[src/rtl/probe_frame_sequencer.sv]
// Tick-coherent probe capture: snapshots NCH channels on sim_tick and serialises them as
// 16-bit framed words into a FIFO drained by a pipe-out read port. Option: PROBE_TIMESTAMP_EN.
module probe_frame_sequencer #(
    parameter int NCH        = 4,
    parameter int DEPTH_LOG2 = 6
) (
    input  logic                  clk,
    input  logic                  reset,
    input  logic                  enable,
    input  logic                  sim_tick,
    input  logic [NCH*32-1:0]     probe_in,
    input  logic                  rd_en,
    output logic [15:0]           rd_data,
    output logic                  rd_valid,
    output logic [DEPTH_LOG2:0]   fill_count,
    output logic                  busy,
    output logic [15:0]           drop_count
);
    localparam int DEPTH = 1 << DEPTH_LOG2;
`ifdef PROBE_TIMESTAMP_EN
    localparam int TSW = 2;
`else
    localparam int TSW = 0;
`endif
    localparam int FW = 1 + TSW + 2 * NCH;
    localparam int PW = (FW - 1) * 16;
    localparam int IW = $clog2(FW);
    localparam int CW = DEPTH_LOG2 + 1;

    typedef enum logic {IDLE, EMIT} state_t;

    state_t                state_q, state_d;
    logic [IW-1:0]         idx_q, idx_d;
    logic [7:0]            seq_q, seq_d;
    logic [7:0]            hdr_q, hdr_d;
    logic [PW-1:0]         shadow_q, shadow_d;
    logic [DEPTH_LOG2-1:0] wr_ptr_q, wr_ptr_d;
    logic [DEPTH_LOG2-1:0] rd_ptr_q, rd_ptr_d;
    logic [CW-1:0]         fill_q, fill_d;
    logic [15:0]           drop_q, drop_d;
    logic [15:0]           rd_data_q, rd_data_d;
    logic                  rd_valid_q, rd_valid_d;
    logic                  busy_q, busy_d;
`ifdef PROBE_TIMESTAMP_EN
    logic [31:0]           ts_q, ts_d;
`endif

    logic [15:0] mem [DEPTH];
    logic        tick_en, space_ok, push, pop, drop_evt;
    logic [15:0] push_word;

    always_comb begin
        state_d    = state_q;
        idx_d      = idx_q;
        seq_d      = seq_q;
        hdr_d      = hdr_q;
        shadow_d   = shadow_q;
        wr_ptr_d   = wr_ptr_q;
        rd_ptr_d   = rd_ptr_q;
        fill_d     = fill_q;
        drop_d     = drop_q;
        rd_data_d  = rd_data_q;
        rd_valid_d = 1'b0;
        push       = 1'b0;
        push_word  = 16'h0000;
        drop_evt   = 1'b0;
`ifdef PROBE_TIMESTAMP_EN
        ts_d       = ts_q;
`endif
        tick_en  = sim_tick && enable;
        // Free space is checked once per frame, so a frame never overflows once started.
        space_ok = (32'(fill_q) + 32'(FW)) <= 32'(DEPTH);
        pop      = rd_en && (fill_q != '0);

        if (tick_en) begin
            seq_d = seq_q + 8'd1;
`ifdef PROBE_TIMESTAMP_EN
            ts_d  = ts_q + 32'd1;
`endif
        end

        case (state_q)
            IDLE: begin
                if (tick_en) begin
                    if (space_ok) begin
                        state_d = EMIT;
                        idx_d   = '0;
                        hdr_d   = seq_q;
`ifdef PROBE_TIMESTAMP_EN
                        shadow_d = {probe_in, ts_q};
`else
                        shadow_d = probe_in;
`endif
                    end else begin
                        drop_evt = 1'b1;
                    end
                end
            end
            EMIT: begin
                push = 1'b1;
                if (idx_q == '0) begin
                    push_word = {8'hA5, hdr_q};
                end
                // Payload words sit in the shadow in emission order, lowest half-word first.
                for (int w = 0; w < FW - 1; w++) begin
                    if (idx_q == IW'(w + 1)) begin
                        push_word = shadow_q[w*16 +: 16];
                    end
                end
                idx_d = idx_q + IW'(1);
                if (idx_q == IW'(FW - 1)) begin
                    state_d = IDLE;
                end
                if (tick_en) begin
                    drop_evt = 1'b1;
                end
            end
            default: state_d = IDLE;
        endcase

        if (drop_evt && (drop_q != 16'hFFFF)) begin
            drop_d = drop_q + 16'd1;
        end

        if (pop) begin
            rd_data_d  = mem[rd_ptr_q];
            rd_valid_d = 1'b1;
            rd_ptr_d   = rd_ptr_q + DEPTH_LOG2'(1);
        end
        if (push) begin
            wr_ptr_d = wr_ptr_q + DEPTH_LOG2'(1);
        end
        if (push && !pop) begin
            fill_d = fill_q + CW'(1);
        end else if (pop && !push) begin
            fill_d = fill_q - CW'(1);
        end

        busy_d = (state_d == EMIT);
    end

    always_ff @(posedge clk) begin
        if (reset) begin
            state_q    <= IDLE;
            idx_q      <= '0;
            seq_q      <= 8'h00;
            hdr_q      <= 8'h00;
            shadow_q   <= '0;
            wr_ptr_q   <= '0;
            rd_ptr_q   <= '0;
            fill_q     <= '0;
            drop_q     <= 16'h0000;
            rd_data_q  <= 16'h0000;
            rd_valid_q <= 1'b0;
            busy_q     <= 1'b0;
`ifdef PROBE_TIMESTAMP_EN
            ts_q       <= 32'h0;
`endif
        end else begin
            state_q    <= state_d;
            idx_q      <= idx_d;
            seq_q      <= seq_d;
            hdr_q      <= hdr_d;
            shadow_q   <= shadow_d;
            wr_ptr_q   <= wr_ptr_d;
            rd_ptr_q   <= rd_ptr_d;
            fill_q     <= fill_d;
            drop_q     <= drop_d;
            rd_data_q  <= rd_data_d;
            rd_valid_q <= rd_valid_d;
            busy_q     <= busy_d;
`ifdef PROBE_TIMESTAMP_EN
            ts_q       <= ts_d;
`endif
            if (push) begin
                mem[wr_ptr_q] <= push_word;
            end
        end
    end

    assign rd_data    = rd_data_q;
    assign rd_valid   = rd_valid_q;
    assign fill_count = fill_q;
    assign busy       = busy_q;
    assign drop_count = drop_q;
endmodule

[config.mk]
export PLATFORM = sky130hd
export DESIGN_NAME = probe_frame_sequencer
export DESIGN_NICKNAME = d
export VERILOG_FILES = /design/src/rtl/probe_frame_sequencer.sv
export SDC_FILE = /design/constraint.sdc
export NUM_CORES = 1
export LEC_CHECK = 0
export CAP_MARGIN = 20
export CORE_AREA = 2 2 292 294
export DETAILED_ROUTE_END_ITERATION = 6
export DIE_AREA = 0 0 294 296
export GPL_TIMING_DRIVEN = 0
export PLACE_DENSITY = 0.85
export SETUP_SLACK_MARGIN = 0.5
export SYNTH_ARGS = -nofsm -noshare
export SYNTH_HDL_FRONTEND = slang
export SYNTH_SLANG_ARGS = --single-unit
[constraint.sdc]
create_clock -name clk -period 13.6 [get_ports clk]
set_input_delay 2.72 -clock clk [delete_from_list [all_inputs] [get_ports clk]]
set_output_delay 2.72 -clock clk [all_outputs]
set_load 0.05 [all_outputs]
==> results by group, run 1 <==
Synth
  – Main combinational cell family by area after synthesis: multiplexers
  – Avg Cell Area, Syn: 16.3 µm²
  – Most common cell in the netlist: edfxtp_1
  – Part of the Yosys area used for sequential elements: 0.720
  – Synth top area share: 0.637
  – Post-synth EDFFs: 1024
  – Most frequent cells after synthesis: edfxtp_1, nand2_1, a21oi_1
  – Ys flop type: edfxtp_1
  – Post-synthesis xor/xnor area fraction: 0.00599
  – Cells after Synth: 2968
  – Compound-cell area share of the yosys netlist: 0.0601
  – Simple-gate share of the synthesized area: 0.0555
  – Post-Synth Adder-Cell Area: 0.00430
  – Yosys Warn Count: 0
  – Synth area leader: edfxtp_1
  – Register bit total from synthesis: 1225
  – Async set or reset register ratio after synthesis: 0
  – Mapped Area: 48300 µm²
  – Post-synthesis mux area share: 0.133
  – Unique masters post-synth: 58
  – Syn_nets: 3117
  – Synth top area cells: edfxtp_1, mux4_2, dfxtp_1

Timing
  – Setup slack after layout: 7.88 ns
  – Post-route clock period utilization: 0.420
  – Max_slew headroom: 0.143
  – Setup violators final: 0
  – Post-layout min period: 5.72 ns
  – Max-slew violations: 0
  – Final hold vios: 0
  – RSZ-0062 raised after global routing: no
  – Fmax: 0.175 GHz
  – Final Skew: 0.0656 ns
  – Fin Hold WS: 0.457 ns
  – Worst-Margin Slew: 1.29 ns
  – Setup TNS: 0 ns

Floorplanning
  – Row cnt: 107
  – # IOs: 174
  – Die Span Y: 296 µm
  – Core area: 84200 µm²
  – Starting Density: 0.573
  – Die width: 294 µm
  – Die footprint: 87000 µm²

Critical path
  – CP endpoint kind: flop
  – Worst Path Required: 13.93 ns
  – Delay-heaviest family, CP: simple AND/OR/NAND/NOR gates
  – Cell Chain, Critical Path: clkdlybuf4s50_1 > clkbuf_1 > nor2_1 > nand3_1 > nor2_2
  – WP data arrival: 6.05 ns
  – Crit-path slowest cell: nor2_2
  – Critical path launch point type: input port
  – Worst-path fanout max: 16
  – Setup CP Type: input port to flop
  – Critical path buffers and inverters: 2
  – CP max stage delay: 1.13 ns

Place
  – # port buffers: 173
  – Pre-CTS setup slack: 7.59 ns
  – Placed Instance Area: 52800 µm²
  – Post-DP HPWL: 93700 µm
  – Cells after DPL: 4305
  – RePlAce Congestion: 1.06

GRT
  – Grt total ovfl: 0
  – Initial antenna violation count: 10
  – First-pass GRT wire length: 209000 µm
  – Largest net degree at the start of global routing: 56
  – Number of global-route vias before repair: 30600
  – Gr usage total: 0.338

Clock tree
  – H-tree depth: 3
  – Cts bufs inserted: 113
  – CTS Hold Bufs: 0
  – Clk sinks: 1225
  – CTS clk-pin slew, worst paths: 0.06 ns
  – Clk Latency, worst-skew pair: 0.73 ns
  – CTS root buf: clkbuf_16
  – Clock buffer depth: 3
  – Post-CTS Setup Bufs: 0
  – CTS tree: built
  – CTS resizes: 0

Drt
  – DRC: 6
  – Final ANT Viol Nets: 0
  – Post-Route WL: 147000 µm
  – Routed wire per std cell: 32.5 µm
  – Via-per-instance ratio: 6.92
  – DRT Pass-1 Iters: 7
  – DRT iter0 DRCs: 5874
  – Vias: 31200

Flow run
  – Max-cap violations: 0

Layout
  – Layout cells sized above 1: 0.180
  – Finished Layout Cells: 4517
  – Fillers: 5021
  – Area grow syn2layout: 17.2%
  – Area of the multi-input gates: 12800 µm²
  – Fin nets: 3480
  – Final instance area: 56600 µm²
  – FF/Latch Area: 34800 µm²

Hold path
  – HP Class: flop to flop

Power and ir drop
  – VDD IR max: 0.000112 V
  – Pwr/cell area: 164 nW/µm²
  – Leak: 0.0186 µW

Run status
  – Status: finished, violations left
  – Failing checks: DRC
power breakdown:
part | switching [µW] | leakage, µW | total [µW] | internal (µW)
registers | 62.4 | 0.0116 | 4180 | 4120
logic | 1130 | 0.00512 | 1880 | 752
clock network | 1420 | 0.00183 | 3220 | 1800
total | 2610 | 0.0186 | 9290 | 6670
placed cells by master, fill, tap and decap left out, drive strengths merged, types with 8 or more instances in the layout:
master / instances
a211oi: 30
a21oi: 214
a22o: 9
a22oi: 27
a32oi: 9
and2: 8
and3: 8
buf: 156
bufinv: 10
clkbuf: 256
clkdlybuf4s50: 173
clkinv: 47
dfxtp: 201
edfxtp: 1024
ha: 15
inv: 12
mux2: 13
mux2i: 163
mux4: 207
nand2: 352
nand2b: 8
nand3: 54
nand3b: 11
nand4: 10
nor2: 146
nor3: 10
o211ai: 13
o21ai: 69
o221ai: 31
o22ai: 39
or3: 8
xnor2: 17
xor2: 16
metrics by stage:
stage	power, µW	utilization
floorplan	5430	-
global placement	5960	0.610
detailed placement	6030	0.627
CTS	9190	0.672
global route	9450	0.672
finish	9290	0.672
registers in the layout, indices dropped and copies added (netlist names):
register,cells
rd_valid,1
drop_count,16
idx_q,4
fill_count,7
mem,1024
rd_data,16
rd_ptr_q,6
hdr_q,8
seq_q,8
wr_ptr_q,6
shadow_q,128
busy,1
per-layer routing:
metal / share of wire / vias to the layer above / global-route usage / routed length, µm
li1: - / 12300 / - / -
met1: 0.32 / 15100 / 0.419 / 47400
met2: 0.45 / 3049 / 0.515 / 65900
met3: 0.15 / 816 / 0.114 / 22300
met4: 0.077 / 10 / 0.210 / 11300
met5: 0.00080 / - / 0.000554 / 118
worst register-to-register path, stage by stage, from the launching register on:
cell	delay [ns]
dfxtp_1	0.31
buf_2	0.33
clkbuf_1	0.51
buf_2	0.55
buf_1	1.01
mux4_2	0.56
o211ai_1	0.71
nand3_1	0.19
cell type report:
type	instances	share of cell area
timing repair buffer	248	0.0525
clock buffer	143	0.0547
clock inverter	62	0.0112
antenna	6	0.000265
tap	1090	0.0241
sequential	1225	0.615
multi-input combinational	1540	0.225
buffer	194	0.0167
inverter	9	0.000619
kinds of logic after synthesis:
| group | Yosys count |
|---|---|
| xor+xnor | 33 |
| compound gates | 474 |
| simple gates | 634 |
| buf+inv | 203 |
| fa+ha+maj | 16 |
| flops | 1225 |
| mux | 383 |
final timing paths:
path,from,end,slack [ns],cells after the start
worst max-delay path,reset,mem[18][7],7.88,5
worst min-delay path,shadow_q[36],shadow_q[36],0.46,2
worst max register to register,rd_ptr_q[2],rd_data[13],9.27,7
worst min register to register,shadow_q[36],shadow_q[36],0.46,2
(Power assumes the default switching activity.)
==> run 2: changes to the inputs <==
- clock period: 13.6 -> 5.9 ns (I/O delays scaled with it)
==> results by group, run 2 (synthesis results as in run 1) <==
Clock tree
  – CTS Hold Bufs: 0 (unchanged)
  – CTS tree: built
  – CTS clk-pin slew, worst paths: 0.06 ns (about the same)
  – CTS resizes: 0 (unchanged)
  – CTS root buf: clkbuf_16
  – Cts bufs inserted: 113 (unchanged)
  – Clk Latency, worst-skew pair: 0.73 ns (about the same)
  – Post-CTS Setup Bufs: 0 (unchanged)
  – Clk sinks: 1225 (unchanged)
  – Clock buffer depth: 3 (unchanged)
  – H-tree depth: 3 (unchanged)

Timing
  – RSZ-0062 raised after global routing: no
  – Post-route clock period utilization: 0.729
  – Fmax: 0.233 GHz
  – Final Skew: 0.0685 ns (+0.00287 ns)
  – Max_slew headroom: 0.133 (-0.00915)
  – Setup TNS: 0 ns (unchanged)
  – Worst-Margin Slew: 1.30 ns (+0.0137 ns)
  – Post-layout min period: 4.30 ns
  – Final hold vios: 0 (unchanged)
  – Max-slew violations: 0 (unchanged)
  – Setup violators final: 0 (unchanged)

Floorplanning
  – Die footprint: 87000 µm² (unchanged)
  – Die width: 294 µm (unchanged)
  – Starting Density: 0.573 (unchanged)
  – Core area: 84200 µm² (unchanged)
  – Row cnt: 107 (unchanged)
  – # IOs: 174 (unchanged)
  – Die Span Y: 296 µm (unchanged)

Critical path
  – Critical path launch point type: flop
  – CP endpoint kind: flop
  – Setup CP Type: flop to flop
  – Worst Path Required: 6.54 ns (-7.39 ns)
  – Cells on worst reg2reg path: 9 (+2)
  – WP data arrival: 4.94 ns (-1.11 ns)
  – Worst-path fanout max: 10 (-6)

Layout
  – Fillers: 5023 (+0.040%)
  – Area grow syn2layout: 17.2% (about the same)
  – Fin nets: 3480 (unchanged)
  – Regs by FF count: mem (1024), shadow_q (128)
  – Commonest non-fill, non-tap cells in the layout: edfxtp_1, nand2_1, a21oi_1
  – Reg with most FFs: mem
  – Most common cell after layout, fill and taps aside: edfxtp_1
  – Max reg flops: 1024 (unchanged)
  – Layout cells sized above 1: 0.180 (unchanged)

Place
  – Post-DP HPWL: 93700 µm (unchanged)
  – RePlAce Congestion: 1.06 (unchanged)
  – # port buffers: 173 (unchanged)

Hold path
  – Hold Crit Depth: 2 (unchanged)
  – HP Class: flop to flop

GRT
  – Initial antenna violation count: 8 (-2)
  – Largest net degree at the start of global routing: 56 (unchanged)
  – First-pass GRT wire length: 209000 µm (+0.12%)
  – Gr usage total: 0.338 (about the same)
  – Grt total ovfl: 0 (unchanged)
  – Number of global-route vias before repair: 30600 (-0.0098%)

Drt
  – Vias: 31400 (+0.40%)
  – Routed wire per std cell: 32.6 µm (+0.10%)
  – Final ANT Viol Nets: 0 (unchanged)
  – DRT Pass-1 Iters: 7 (unchanged)
  – Via-per-instance ratio: 6.95 (+0.47%)
  – Post-Route WL: 147000 µm (about the same)
  – DRT iter0 DRCs: 6125 (+4.3%)
  – DRC: 17 (+11)

Power and ir drop
  – Combinational Power Share: 0.204 (+0.002)
  – Overall power consumption: 21400 µW (+130%)
  – Clock power frac: 0.347 (about the same)
  – VDD IR max: 0.000260 V (+130%)
  – Sw frac: 0.282 (+0.000547)
  – Leak: 0.0184 µW (-0.95%)
  – Seq pwr share: 0.450 (about the same)
  – P_int: 15400 µW (+130%)
  – Pwr/cell area: 379 nW/µm² (+130%)
  – Switching power: 6040 µW (+130%)

Run status
  – Status: finished, violations left
  – Failing checks: DRC

Flow run
  – Max-cap violations: 0 (unchanged)
-- run 2: changes by cell type in the layout (fill, tap and decap cells not counted), sizes merged --
cell and change:
diode -3
-- run 2: power groups by stage --
stage | Combinational [µW] | Clock (µW) | Sequential [µW]
3_3_place_gp | 3940 | 0 | 9840
2_1_floorplan | 2540 | 0 | 10000
3_5_place_dp | 4120 | 0 | 9820
4_1_cts | 4220 | 7370 | 9630
5_1_grt | 4480 | 7700 | 9650
6_report | 4370 | 7430 | 9640
-- run 2: final timing paths --
kind | start | endpoint | slack, ns
hold / removal | shadow_q[36] | shadow_q[36] | 0.46
hold reg to reg | shadow_q[36] | shadow_q[36] | 0.46
setup reg to reg | rd_ptr_q[1] | rd_data[13] | 1.60
setup / recovery | rd_ptr_q[1] | rd_data[13] | 1.60
-- run 2: critical path: stages (launching register included) --
cell and delay (ns):
dfxtp_1 0.34, buf_2 0.32, buf_4 0.29, buf_2 0.47
buf_2 0.45, buf_2 0.53, mux2i_1 0.19, o21ai_0 0.80
o211ai_1 0.55, nand3_1 0.24
-- run 2: area by class of cell --
cell class / instances / area [µm²] / area share
clock buffer: 143 / 3090 / 0.0547
clock inverter: 62 / 634 / 0.0112
tap: 1090 / 1360 / 0.0241
multi-input combinational: 1540 / 12800 / 0.225
antenna: 3 / 7.51 / 0.000133
timing repair buffer: 248 / 2970 / 0.0525
buffer: 194 / 947 / 0.0167
sequential: 1225 / 34800 / 0.615
inverter: 9 / 35.0 / 0.000619
-- run 2: per-layer routing --
| metal | global-route usage | up-vias | share of wire |
|---|---|---|---|
| li1 | - | 12300 | - |
| met5 | 0.000554 | - | 0.00047 |
| met3 | 0.113 | 783 | 0.15 |
| met2 | 0.516 | 3073 | 0.45 |
| met1 | 0.420 | 15200 | 0.32 |
| met4 | 0.210 | 10 | 0.078 |
-- run 2: per-stage QoR --
| stage | instance area [µm²] | util | cells | hold WS [ns] | setup WS [ns] |
|---|---|---|---|---|---|
| 2_1_floorplan | 48300 | - | 2968 | 0.433 | 0.777 |
| 3_3_place_gp | 51400 | 0.610 | 4231 | 0.441 | -3.63 |
| 3_5_place_dp | 52800 | 0.627 | 4305 | 0.444 | 1.43 |
| 4_1_cts | 56600 | 0.672 | 4510 | 0.456 | 1.87 |
| 5_1_grt | 56600 | 0.672 | 4511 | 0.475 | 1.54 |
| 6_report | 56600 | 0.672 | 4514 | 0.456 | 1.60 |
==> edit 1 (config.mk and constraints of run 2) <==
Change the parameter `DEPTH_LOG2` from 6 to 5.
--- a/src/rtl/probe_frame_sequencer.sv
+++ b/src/rtl/probe_frame_sequencer.sv
@@ -3,5 +3,5 @@
 module probe_frame_sequencer #(
     parameter int NCH        = 4,
-    parameter int DEPTH_LOG2 = 6
+    parameter int DEPTH_LOG2 = 5
 ) (
     input  logic                  clk,
Ports: changed (resized fill_count); port bits go from 174 to 173. The function was not compared with the original's and may differ.
==> edit 1 against run 2 <==
Setup slack better by 0.63 ns; core utilization down 26 points; design area down 39%; largest cell class unchanged; synthesized cell count down 29%; sequential share of layout area down 5.7 points; power down 42%; synthesized area down 41%; critical path type unchanged; global-route usage down 15 points; wire length down 42%; sequential cell count down 515.
==> edit 1: results (changes against run 2) <==
GRT
  • Met3 track demand over resource: 3.87% (-7.4 points)
  • Vias in the first global route: 19,600 (-36%)
  • Initial antenna violation count: 1 (-7)
  • GR Util All Layers: 19.3% (-15 points)
  • First-pass GRT wire length: 125 mm (-40%)

Final layout
  • Antenna cell count: 0 (-3)
  • Multi-input gates: 1,239 (-20%)
  • Non-clk buf share: 8.59% (+1.7 points)
  • Multi-input combinational area share: 25.1% (+2.6 points)
  • Layout cells sized above 1: 12.5% (-5.5 points)
  • Filler cell count: 7,234 (+44%)
  • Bufs w/o clock: 367 (-17%)

Placement
  • Pre-CTS WS: 1.74 ns (+0.313 ns)
  • DPL Wire Length: 59.5 mm (-37%)
  • Placement Cell Area: 32,500 sq um (-39%)

Detailed routing
  • WL final: 85.3 mm (-42%)
  • Router iterations before antenna repair: 6 (-1)

Power and ir drop
  • Power Clock: 4.30 mW (-42%)
  • Switch share: 28.9% (+0.71 points)

Yosys
  • Synthesized flop and latch total: 710 (-42%)
  • Unique cell type count in the Yosys netlist: 64 (+10%)
  • Syn Nets: 2,264 (-27%)

Worst setup path
  • Largest stage delay, worst path: 0.88 ns (+0.08 ns)
  • Top Family by Delay on Critical Path: compound AO/OA/AOI/OAI gates
  • CP max-delay cell: o221ai_4
  • Worst-path fanout max: 32 (+22)

Timing
  • Crit share post-route: 62.2% (-11 points)

Status
  • Status: completed
-- edit 1: changes by cell type after synthesis, sizes merged, moves of 12 or more --
cell | run 2 | this run
o211ai | 13 | 1
edfxtp | 1024 | 512
mux4 | 207 | 80
nand3 | 54 | 20
nor2b | 6 | 19
buf | 81 | 46
a32o | 0 | 17
o21ai | 69 | 30
mux2i | 163 | 105
-- edit 1: final timing paths --
path	endpoint	cells past startpoint	startpoint
max	mem[24][4]$_DFFE_PP_	9	idx_q[1]$_SDFFE_PP0P_
min	shadow_q[108]$_SDFFE_PP0P_	2	shadow_q[108]$_SDFFE_PP0P_
max reg2reg	mem[24][4]$_DFFE_PP_	9	idx_q[1]$_SDFFE_PP0P_
min reg2reg	shadow_q[108]$_SDFFE_PP0P_	2	shadow_q[108]$_SDFFE_PP0P_
-- edit 1: logic make-up (layout without fill, tap and decap cells) --
logic type	after synthesis	count (layout)	synth area share [%]
multiplexers	190	190	10.2
AO/OA/AOI/OAI	416	416	9.18
XOR/XNOR	29	29	0.889
buffers and inverters	165	511	2.51
AND/OR/NAND/NOR	587	587	8.76
adder cells (fa/ha/maj)	17	17	0.771
flip-flops	710	710	67.7
-- edit 1: routing by layer --
metal  wire (um)  up-vias  part of all wire, %
li1            -     8547                    -
met5          11        -                0.013
met1       30900     9641                   36
met3        9620      328                   11
met4        4840        2                  5.7
met2       39900     1504                   47
-- edit 1: stage by stage --
step / hold slack (ns) / cells / power [mW]
after global placement: 0.444 / 3376 / 8.13
after global routing: 0.478 / 3550 / 12.8
after detailed placement: 0.447 / 3423 / 8.22
final: 0.456 / 3550 / 12.5
after floorplan: 0.432 / 2114 / 7.31
after CTS: 0.455 / 3550 / 12.5
==> edit 2 (flow settings as in run 2) <==
Made on the original files. Register the inputs `enable`, `sim_tick` and `rd_en` before use. The logic sees them one clock later. The other inputs are not delayed to match.
--- a/src/rtl/probe_frame_sequencer.sv
+++ b/src/rtl/probe_frame_sequencer.sv
@@ -29,4 +29,14 @@
 
     typedef enum logic {IDLE, EMIT} state_t;
+
+    logic enable_q;
+    logic sim_tick_q;
+    logic rd_en_q;
+
+    always_ff @(posedge clk) begin
+        enable_q   <= enable;
+        sim_tick_q <= sim_tick;
+        rd_en_q    <= rd_en;
+    end
 
     state_t                state_q, state_d;
@@ -68,8 +78,8 @@
         ts_d       = ts_q;
 `endif
-        tick_en  = sim_tick && enable;
+        tick_en  = sim_tick_q && enable_q;
         // Free space is checked once per frame, so a frame never overflows once started.
         space_ok = (32'(fill_q) + 32'(FW)) <= 32'(DEPTH);
-        pop      = rd_en && (fill_q != '0);
+        pop      = rd_en_q && (fill_q != '0);
 
         if (tick_en) begin
Check against the original RTL: not equivalent (a bounded check fails within 4 cycles, from zero or initial values and one cycle with reset high).
==> edit 2 against run 2 <==
First-iteration DRC count decreased by 6.4%; sequential power about the same; highest routed layer unchanged; sequential cell count rose by 3; maximum frequency down 3.2%; synthesized area grew 0.12%; design area down 0.31%; clock skew shrank 0.020 ns; register-to-register slack got worse by 0.06 ns; sequential share of layout area rose by 0.30 points; largest power group unchanged; power shrank 1.9%; core utilization is 0.21 points lower; setup slack got worse by 0.14 ns; wire length fell by 1.1%.
==> edit 2: results (changes against run 2) <==
Yosys
  • Syn Nets: 3,120 (+0.096%)
  • Multiplexer share of the synthesized area: 13.3% (-0.017 points)
  • Post-Synth XOR/XNOR Area: 0.598% (-0.00074 points)
  • Seq/Total Area, Yosys: 72.1% (about the same)
  • Post-synthesis compound-gate area fraction: 6.00% (-0.0075 points)
  • Post-Synth Adder-Cell Area: 0.430% (-0.00053 points)

Power and ir drop
  • Leak: 18.3 nW (-0.49%)
  • VDD IR max: 246 uV (-5.3%)

Final layout
  • Layout Cells excl Fill: 4,518 (+0.089%)
  • Nets: 3,483 (+0.086%)
  • Layout cells sized above 1: 17.9% (-0.031 points)

Detailed routing
  • Via Count: 31,000 (-1.2%)
  • Routed wl met3: 21.5 mm (-4.5%)
  • Metal1 wirelength: 48.0 mm (+1.8%)

Placement
  • Inst Count DP: 4,309 (+0.093%)
  • DPL Wire Length: 94.2 mm (+0.47%)
  • Placer Congestion: 1.01 (-5.3%)
  • Placement Cell Area: 52,800 sq um (about the same)
  • Pre-CTS WS: 1.20 ns (-0.235 ns)

Worst setup path
  • Top Family by Delay on Critical Path: simple AND/OR/NAND/NOR gates
  • Largest stage delay, worst path: 1.24 ns (+0.44 ns)
  • Reg2Reg Setup Slack: 1.54 ns (-0.06 ns)
  • Worst-path fanout max: 16 (+6)
  • Worst reg2reg startpoint: busy$_SDFF_PP0_
  • Worst Setup EP: mem[19][5]$_DFFE_PP_

Worst hold path
  • Hold Path End: rd_data[13]$_SDFFE_PP0P_

Timing
  • WHS: 0.453 ns (-0.00328 ns)
  • Worst Tran Pin Value: 1.27 ns (-0.0311 ns)

Status
  • Status: completed

Clocking
  • Num CTS Buffers: 112 (-0.88%)

GRT
  • Largest net degree at the start of global routing: 53 (-5.4%)
  • Vias in the first global route: 29,800 (-2.4%)
-- edit 2: cell count changes after synthesis --
cell            run 2  this run
dfxtp_1           201       204
-- edit 2: layout make-up --
cell class | instances | area [sq um] | share of cell area (%)
sequential | 1228 | 34800 | 61.8
multi-input combinational | 1540 | 12800 | 22.6
clock buffer | 147 | 3090 | 5.48
timing repair buffer | 249 | 2910 | 5.15
tap | 1090 | 1360 | 2.42
buffer | 194 | 947 | 1.68
clock inverter | 60 | 475 | 0.843
inverter | 9 | 35.0 | 0.0621
antenna | 1 | 2.50 | 0.00444
-- edit 2: through the flow --
step	power (mW)	util, %
after CTS	20.9	67.0
after floorplan	12.5	-
final	21.0	67.0
after detailed placement	13.9	62.7
after global placement	13.7	61.1
after global routing	21.4	67.0
-- edit 2: metal layers --
layer  vias to the layer above  GRT usage [%]
met1                     15100           43.0
met4                        12           18.5
met2                      2981           51.2
li1                      12300              -
met5                         -          0.333
met3                       633           9.68
